`config.mk`:
```
export PLATFORM = sky130hd
export DESIGN_NAME = rand_rotation_pool
export DESIGN_NICKNAME = d
export VERILOG_FILES = /design/src/rtl/rand_pool_pkg.sv /design/src/rtl/rand_rot_tap.sv /design/src/rtl/rand_rotation_pool.sv
export SDC_FILE = /design/constraint.sdc
export NUM_CORES = 1
export LEC_CHECK = 0
export BUFFER_PORTS_ARGS = -buffer_cell sky130_fd_sc_hd__buf_2
export CAP_MARGIN = 15
export CORE_AREA = 2 2 192 194
export DETAILED_ROUTE_END_ITERATION = 12
export DIE_AREA = 0 0 194 196
export GPL_ROUTABILITY_DRIVEN = 0
export PLACE_DENSITY = 0.61
export SLEW_MARGIN = 20
export SYNTH_ARGS = -nofsm -noshare
export SYNTH_HDL_FRONTEND = slang
export SYNTH_HIERARCHICAL = 1
export SYNTH_SLANG_ARGS = --single-unit
```
`constraint.sdc`:
```
create_clock -name clk -period 1.85 [get_ports clk]
set_input_delay 0.0925 -clock clk [delete_from_list [all_inputs] [get_ports clk]]
set_output_delay 0.0925 -clock clk [all_outputs]
set_load 0.05 [all_outputs]
```
`src/rtl/rand_pool_pkg.sv`:
```
// Shared types, defaults and rotation helper for the randomness rotation pool.
package rand_pool_pkg;

    typedef enum logic [1:0] {
        EMPTY     = 2'd0,
        READY     = 2'd1,
        EXHAUSTED = 2'd2
    } pool_state_t;

    localparam int unsigned DEF_WIDTH   = 96;
    localparam int unsigned DEF_STEP    = 8;
    localparam int unsigned DEF_TAPS    = 4;
    localparam int unsigned DEF_REFRESH = 12;

    // Widest word rotr can handle; callers zero-extend into this container.
    localparam int unsigned ROT_MAX_W = 256;

    // Right rotation of the low 'width' bits of 'word' by 'amount'.
    function automatic logic [ROT_MAX_W-1:0] rotr(input logic [ROT_MAX_W-1:0] word,
                                                  input int unsigned width,
                                                  input int unsigned amount);
        logic [ROT_MAX_W-1:0] res;
        res = '0;
        for (int unsigned i = 0; i < ROT_MAX_W; i++) begin
            if (i < width) res[i] = word[(i + amount) % width];
        end
        return res;
    endfunction

endpackage

```
`src/rtl/rand_rot_tap.sv`:
```
// Combinational constant right-rotation of a WIDTH-bit word by AMOUNT bits.
module rand_rot_tap
    import rand_pool_pkg::*;
#(
    parameter int unsigned WIDTH  = DEF_WIDTH,
    parameter int unsigned AMOUNT = DEF_STEP
) (
    input  logic [WIDTH-1:0] din,
    output logic [WIDTH-1:0] dout
);

    if (WIDTH >= ROT_MAX_W) begin : g_width_chk
        $fatal(1, "rand_rot_tap: WIDTH exceeds rotation container");
    end

    logic [ROT_MAX_W-1:0] ext;
    logic [ROT_MAX_W-1:0] rot;
    logic                 unused_hi;

    assign ext       = ROT_MAX_W'(din);
    assign rot       = rotr(ext, WIDTH, AMOUNT);
    assign dout      = rot[WIDTH-1:0];
    assign unused_hi = &{1'b0, rot[ROT_MAX_W-1:WIDTH]};

endmodule

```
`src/rtl/rand_rotation_pool.sv`:
```
// Fresh-randomness pool driving TAPS rotated copies, rotating STEP bits per advance.
// Build option RAND_POOL_XOR_MIX_EN: a load XORs the seed into the pool instead of replacing it.
module rand_rotation_pool
    import rand_pool_pkg::*;
#(
    parameter int unsigned WIDTH   = DEF_WIDTH,
    parameter int unsigned STEP    = DEF_STEP,
    parameter int unsigned TAPS    = DEF_TAPS,
    parameter int unsigned REFRESH = DEF_REFRESH,
    localparam int unsigned CNT_W  = $clog2(REFRESH + 1)
) (
    input  logic                  clk,
    input  logic                  rst_n,
    input  logic                  seed_valid,
    output logic                  seed_ready,
    input  logic [WIDTH-1:0]      seed_data,
    input  logic                  adv,
    output logic                  out_valid,
    output logic [TAPS*WIDTH-1:0] r_out,
    output logic [CNT_W-1:0]      rot_cnt
);

    if (WIDTH % STEP != 0) begin : g_chk_div
        $fatal(1, "rand_rotation_pool: WIDTH must be a multiple of STEP");
    end
    if (TAPS * STEP >= WIDTH) begin : g_chk_taps
        $fatal(1, "rand_rotation_pool: TAPS*STEP must be below WIDTH");
    end
    if (REFRESH < 1 || REFRESH > WIDTH / STEP) begin : g_chk_refresh
        $fatal(1, "rand_rotation_pool: REFRESH out of range");
    end

    pool_state_t      state;
    logic [WIDTH-1:0] pool;
    logic [WIDTH-1:0] pool_rot;
    logic [WIDTH-1:0] pool_load;

    for (genvar k = 1; k <= TAPS; k++) begin : g_tap
        rand_rot_tap #(.WIDTH(WIDTH), .AMOUNT(k * STEP)) u_tap (
            .din  (pool),
            .dout (r_out[k*WIDTH-1 -: WIDTH])
        );
    end

    rand_rot_tap #(.WIDTH(WIDTH), .AMOUNT(STEP)) u_step (
        .din  (pool),
        .dout (pool_rot)
    );

`ifdef RAND_POOL_XOR_MIX_EN
    assign pool_load = pool ^ seed_data;
`else
    assign pool_load = seed_data;
`endif

    // seed_ready is held high in both seed-accepting states, so seed_valid alone is the handshake.
    always_ff @(posedge clk or negedge rst_n) begin
        if (!rst_n) begin
            state      <= EMPTY;
            pool       <= '0;
            rot_cnt    <= '0;
            out_valid  <= 1'b0;
            seed_ready <= 1'b1;
        end else begin
            case (state)
                EMPTY, EXHAUSTED: begin
                    if (seed_valid) begin
                        pool       <= pool_load;
                        rot_cnt    <= '0;
                        state      <= READY;
                        out_valid  <= 1'b1;
                        seed_ready <= 1'b0;
                    end
                end
                READY: begin
                    if (adv) begin
                        pool <= pool_rot;
                        if (rot_cnt == CNT_W'(REFRESH - 1)) begin
                            rot_cnt    <= CNT_W'(REFRESH);
                            state      <= EXHAUSTED;
                            out_valid  <= 1'b0;
                            seed_ready <= 1'b1;
                        end else begin
                            rot_cnt <= rot_cnt + 1'b1;
                        end
                    end
                end
                default: begin
                    state      <= EMPTY;
                    out_valid  <= 1'b0;
                    seed_ready <= 1'b1;
                end
            endcase
        end
    end

endmodule

```
==> run metrics, run 1 <==
Worst R2R End=pool[26]; status=completed; TritonCTS clock tree=done; clk slew on worst S/H paths=0.08 ns; total clock sinks=104; worst slew pin tran=0.5963 ns; number of enable flip-flop cells after synthesis=0; WL per Instance=15.55 um; area grow syn2layout=-1.756%; final setup fails=0; Final HPWL DP=16080 um; Initial Util=0.2449; IO buf count=489; minimum clock period=approximately 1.8 ns; Sequential Area=between 2000 and 3000 um^2; Multi-input gate area=2469 um^2; Routed Antenna Nets=0; register bit total from synthesis=104; Max Cap Violations=0; crit path DAT=2.02 ns; CP endpoint=pool[26]; DRT Wirelength=20620 um; largest net degree at the start of global routing=105; vias in the first global route=4415; first-pass GRT wire length=29000 um; root buffer cell=clkbuf_16; H-tree levels=3; worst-path fanout max=50; Fmax=568.3 MHz; Top Ports=490; worst reg2reg path depth=4; Post-layout nets=approximately 950; Tightest Hold Check Type=in2reg; core area=36080 um^2; FFs w/ async S/R, synth=1.000; initial antenna violation count=2; Vert. Die Dim=196 um; Slew Limit Headroom=0.6025; CTS buffer count=9; top_reg_cell synth=dfrtp_1; Netlist cell types=25; CTS max path bufs=2; Sum Neg Setup Slack=0 ns; Die X=194 um; Mapped Cells=830; drt pass-1 iters=4; fill count=3858; sequential fraction of the synthesis area=0.2947; Worst EP required=2.11 ns; Starting DRT DRC Count=between 70 and 80; period utilisation layout=0.9512; Post-route DRC=0; flop2flop setup slack=0.09 ns; Warnings, synthesis=6; Cell Area, Synth=8836 um^2; Clock Skews=approximately 0.014 ns; total gr overflow=0; syn avg cell area=around 11 um^2; share of cells above drive strength 1=0.8413; routed vias=4962; gr usage total=0.1034; fin. max-slew vios=0; unrepaired setup endpoints after global routing=no; die area=38020 um^2; DR vias/cell=between 3 and 4; Rows=70; reg-to-reg startpoint=state[1]; Post-CTS Setup Bufs=0; clock latency on the worst-skew pair=0.37 ns; final hold vios=0; crit path capture type=register; Crit Path Class=reg2reg; fin util=0.2406; Mapped Nets=about 930; Startpoint Class=register; Worst Setup SP=state[1]
==> flip-flops by register name (all words and copies together), names as in the netlist <==
name	cells
out_valid	1
pool	96
rot_cnt	4
seed_ready	1
state	2
==> Yosys cell counts (2+ instances only) <==
library cell	n	area, um^2
buf_2	12	60.06
buf_4	484	3633
buf_6	6	67.56
dfrtp_1	103	2577
inv_1	2	7.510
mux2_2	164	1847
mux2_4	28	420.4
nand2_1	2	7.510
nand3_1	6	30.03
nand3b_1	3	22.52
nand4_1	2	12.51
nor2_1	2	7.510
o21ai_0	3	15.01
o32ai_1	2	17.52
==> worst min-delay path by stage <==
stage          cells past startpoint         to          start  slack, ns
6_report                           3   pool[28]  seed_data[28]       0.08
5_1_grt                            3    pool[0]   seed_data[0]       0.05
4_1_cts                            3   pool[56]  seed_data[56]       0.05
3_5_place_dp                       2    pool[6]          rst_n       0.22
3_3_place_gp                       2    pool[6]          rst_n       0.21
2_1_floorplan                      0  out_valid          rst_n      -0.20
==> worst max-delay path, stage by stage, from the launching register on <==
cell and delay (ns):
dfrtp_2 0.46, nor2b_4 0.18, buf_12 0.29, mux2_2 0.42, mux2_2 0.27
==> area by class of cell <==
type	instances	share of cell area
Timing Repair Buffer	513	0.3125
Sequential cell	104	0.3001
Multi-Input combinational cell	222	0.2844
Tap cell	468	0.06745
Clock buffer	11	0.02796
Clock inverter	5	0.006486
Inverter	2	0.0008648
Antenna cell	1	0.0002883
==> logic make-up after synthesis <==
kind of cell | after synthesis | share of synthesized area
flops | 104 | 0.2947
mux | 192 | 0.2566
simple gates | 22 | 0.01529
xor+xnor | 1 | 0.0009914
compound gates | 6 | 0.004531
buf+inv | 504 | 0.4265
fa+ha+maj | 1 | 0.001416
==> metrics by stage <==
step	instances	hold WS, ns	instance area (um^2)	worst slack, ns
final	1326	0.07801	8681	0.09031
after global routing	1326	0.04908	8681	0.01458
after CTS	1325	0.04662	8677	0.05754
after detailed placement	1306	0.2193	8348	0.07078
after global placement	1306	0.2118	8348	0.09443
after floorplan	830	-0.2031	8836	0.1981
==> layout by cell type, fill, tap and decap left out, drive strengths merged, types with 2 or more instances in the layout <==
master,count
dlygate4sd3,3
inv,3
nand3b,3
clkinv,2
clkbuf,11
dfrtp,103
o32ai,2
nor2,2
o21ai,3
buf,510
nand4,2
mux2,192
nand3,6
nand2,3
==> per-layer routing <==
metal,track usage,wire length (um),vias to the layer above
li1,-,-,2290
met1,0.1233,8570,2384
met2,0.1773,10380,267
met3,0.03163,1334,21
met4,0.03339,336,0
met5,0,0,-
==> what timing repair did <==
action,in CTS,in global routing
gates resized for setup,0,1
hold buffers,3,0
endpoints found under the setup margin,0,1
endpoints found under the hold margin,105,0
Power of run 1 is not shown: default switching activity piles up to over one toggle a cycle in this logic, so the estimate is an artifact.
==> run 2: changes to the inputs <==
--- a/config.mk
+++ b/config.mk
@@ -7,11 +7,13 @@
 export LEC_CHECK = 0
 export BUFFER_PORTS_ARGS = -buffer_cell sky130_fd_sc_hd__buf_2
 export CAP_MARGIN = 15
-export CORE_AREA = 2 2 192 194
+export CELL_PAD_IN_SITES_DETAIL_PLACEMENT = 1
+export CELL_PAD_IN_SITES_GLOBAL_PLACEMENT = 2
+export CORE_AREA = 2 2 188 190
 export DETAILED_ROUTE_END_ITERATION = 12
-export DIE_AREA = 0 0 194 196
+export DIE_AREA = 0 0 190 192
 export GPL_ROUTABILITY_DRIVEN = 0
-export PLACE_DENSITY = 0.61
+export PLACE_DENSITY = 0.92
 export SLEW_MARGIN = 20
 export SYNTH_ARGS = -nofsm -noshare
 export SYNTH_HDL_FRONTEND = slang
==> run 2 against run 1 <==
Register-to-register slack is essentially flat. Die area down 4.1%. Clock skew down 0.0047 ns.
==> run metrics, run 2 (synthesis gave the netlist of run 1 again) <==
Starting DRT DRC Count=78; Place WS=0.07357 ns; Final HPWL DP=17550 um; gr usage total=0.1171; most common cell after layout, fill and taps aside=buf_2; Routed Antenna Nets=0; Sum Neg Setup Slack=0 ns; Crit Path Class=reg2reg; H-tree levels=3; Die X=~190 um; root buffer cell=clkbuf_16; worst reg2reg path depth=5; CP max-delay cell=dfrtp_2; IO buf count=489; Worst Setup SP=state[1]; Critical Path Max Stage Delay=~0.45 ns; WHS=about 0.033 ns; TritonCTS clock tree=done; WL per Instance=17.18 um; Hold Crit Depth=3; period utilisation layout=0.9444; WL met1=9208 um; Top Ports=490; drt pass-1 iters=4; fin. max-slew vios=0; initial antenna violation count=1; crit path DAT=2.00 ns; crit path capture type=register; total clock sinks=104; unrepaired setup endpoints after global routing=no; met2 WL=11810 um; Rows=68; CTS buffer count=9; status=completed; Vert. Die Dim=192 um; fill count=4014; minimum clock period=1.747 ns; die area=36480 um^2; Post-route DRC=0; clock latency on the worst-skew pair=0.37 ns; Tightest Hold Check Type=in2reg; Critical Path, Cell by Cell=nor2b_4 -> buf_12 -> buf_12 -> mux2_2 -> mux2_2; CTS max path bufs=2; final setup fails=0; vias in the first global route=a little under 5k; Initial Util=0.2577; DR vias/cell=3.850; core area=34290 um^2; Hold Path Origin=adv; Clock Skews=approximately 0.009 ns; Top reg by flops=pool; area grow syn2layout=-0.9345%; Slew Limit Headroom=0.5697; routed vias=5067; clk slew on worst S/H paths=0.08 ns; fin worst setup slack=0.1028 ns; Multi-input gate area=2469 um^2; worst slew pin tran=roughly 0.65 ns; largest net degree at the start of global routing=~110; Post-layout nets=956; total gr overflow=0; Worst EP required=between 2 and 2.5 ns; Sequential Area=2605 um^2; first-pass GRT wire length=31480 um; DRT Wirelength=22610 um; top layer reached by signal wires=met4; flip-flop count of the largest register after layout=96; Max Cap Violations=0; final hold vios=0; worst-path fanout max=18; share of cells above drive strength 1=0.8430; Startpoint Class=register; commonest non-fill, non-tap cells in the layout=488 x buf_2, 164 x mux2_2, 102 x dfrtp_1; Largest regs=pool (96), rot_cnt (4), state (2); reg-to-reg startpoint=state[1]; Fmax=572.3 MHz; met3 wire length=around 1300 um
## run 2: final timing paths
check	end	slack (ns)
worst max-delay path	pool[17]	0.10
worst min-delay path	rot_cnt[1]	0.03
worst max register to register	pool[17]	0.10
worst min register to register	seed_ready	0.56
max in group asynchronous	state[1]	0.98
min in group asynchronous	pool[3]	0.33
## run 2: area by class of cell
class,instances,area share
Multi-Input combinational cell,222,0.2820
Clock inverter,4,0.01129
Timing Repair Buffer,516,0.3136
Clock buffer,12,0.02930
Inverter,2,0.0008576
Tap cell,455,0.06504
Sequential cell,104,0.2976
Antenna cell,1,0.0002859
## run 2: repair_timing
item	CTS	global route
endpoints found under the hold margin	104	0
endpoints found under the setup margin	0	11
gates resized for setup	0	1
buffers inserted	0	3
hold buffers	2	0
## run 2: stage by stage
step | cell area, um^2 | std cells | utilization
2_1_floorplan | 8836 | 830 | -
3_3_place_gp | 8352 | 1294 | 0.2436
3_5_place_dp | 8352 | 1294 | 0.2436
4_1_cts | 8727 | 1312 | 0.2545
5_1_grt | 8751 | 1315 | 0.2552
6_report | 8753 | 1316 | 0.2553
## run 2: critical path, delay by kind of cell, from the launching register on
kind	cells	cell delay [ns]
AND/OR/NAND/NOR	1	0.14
flip-flops	1	0.45
multiplexers	2	0.65
buffers and inverters	2	0.36
## run 2: per-layer routing
metal	vias up	GRT usage
met1	2505	0.1386
met2	267	0.2096
li1	2282	-
met5	-	0
met4	0	0.03220
met3	13	0.02923
Power of run 2 is left out for the same reason.
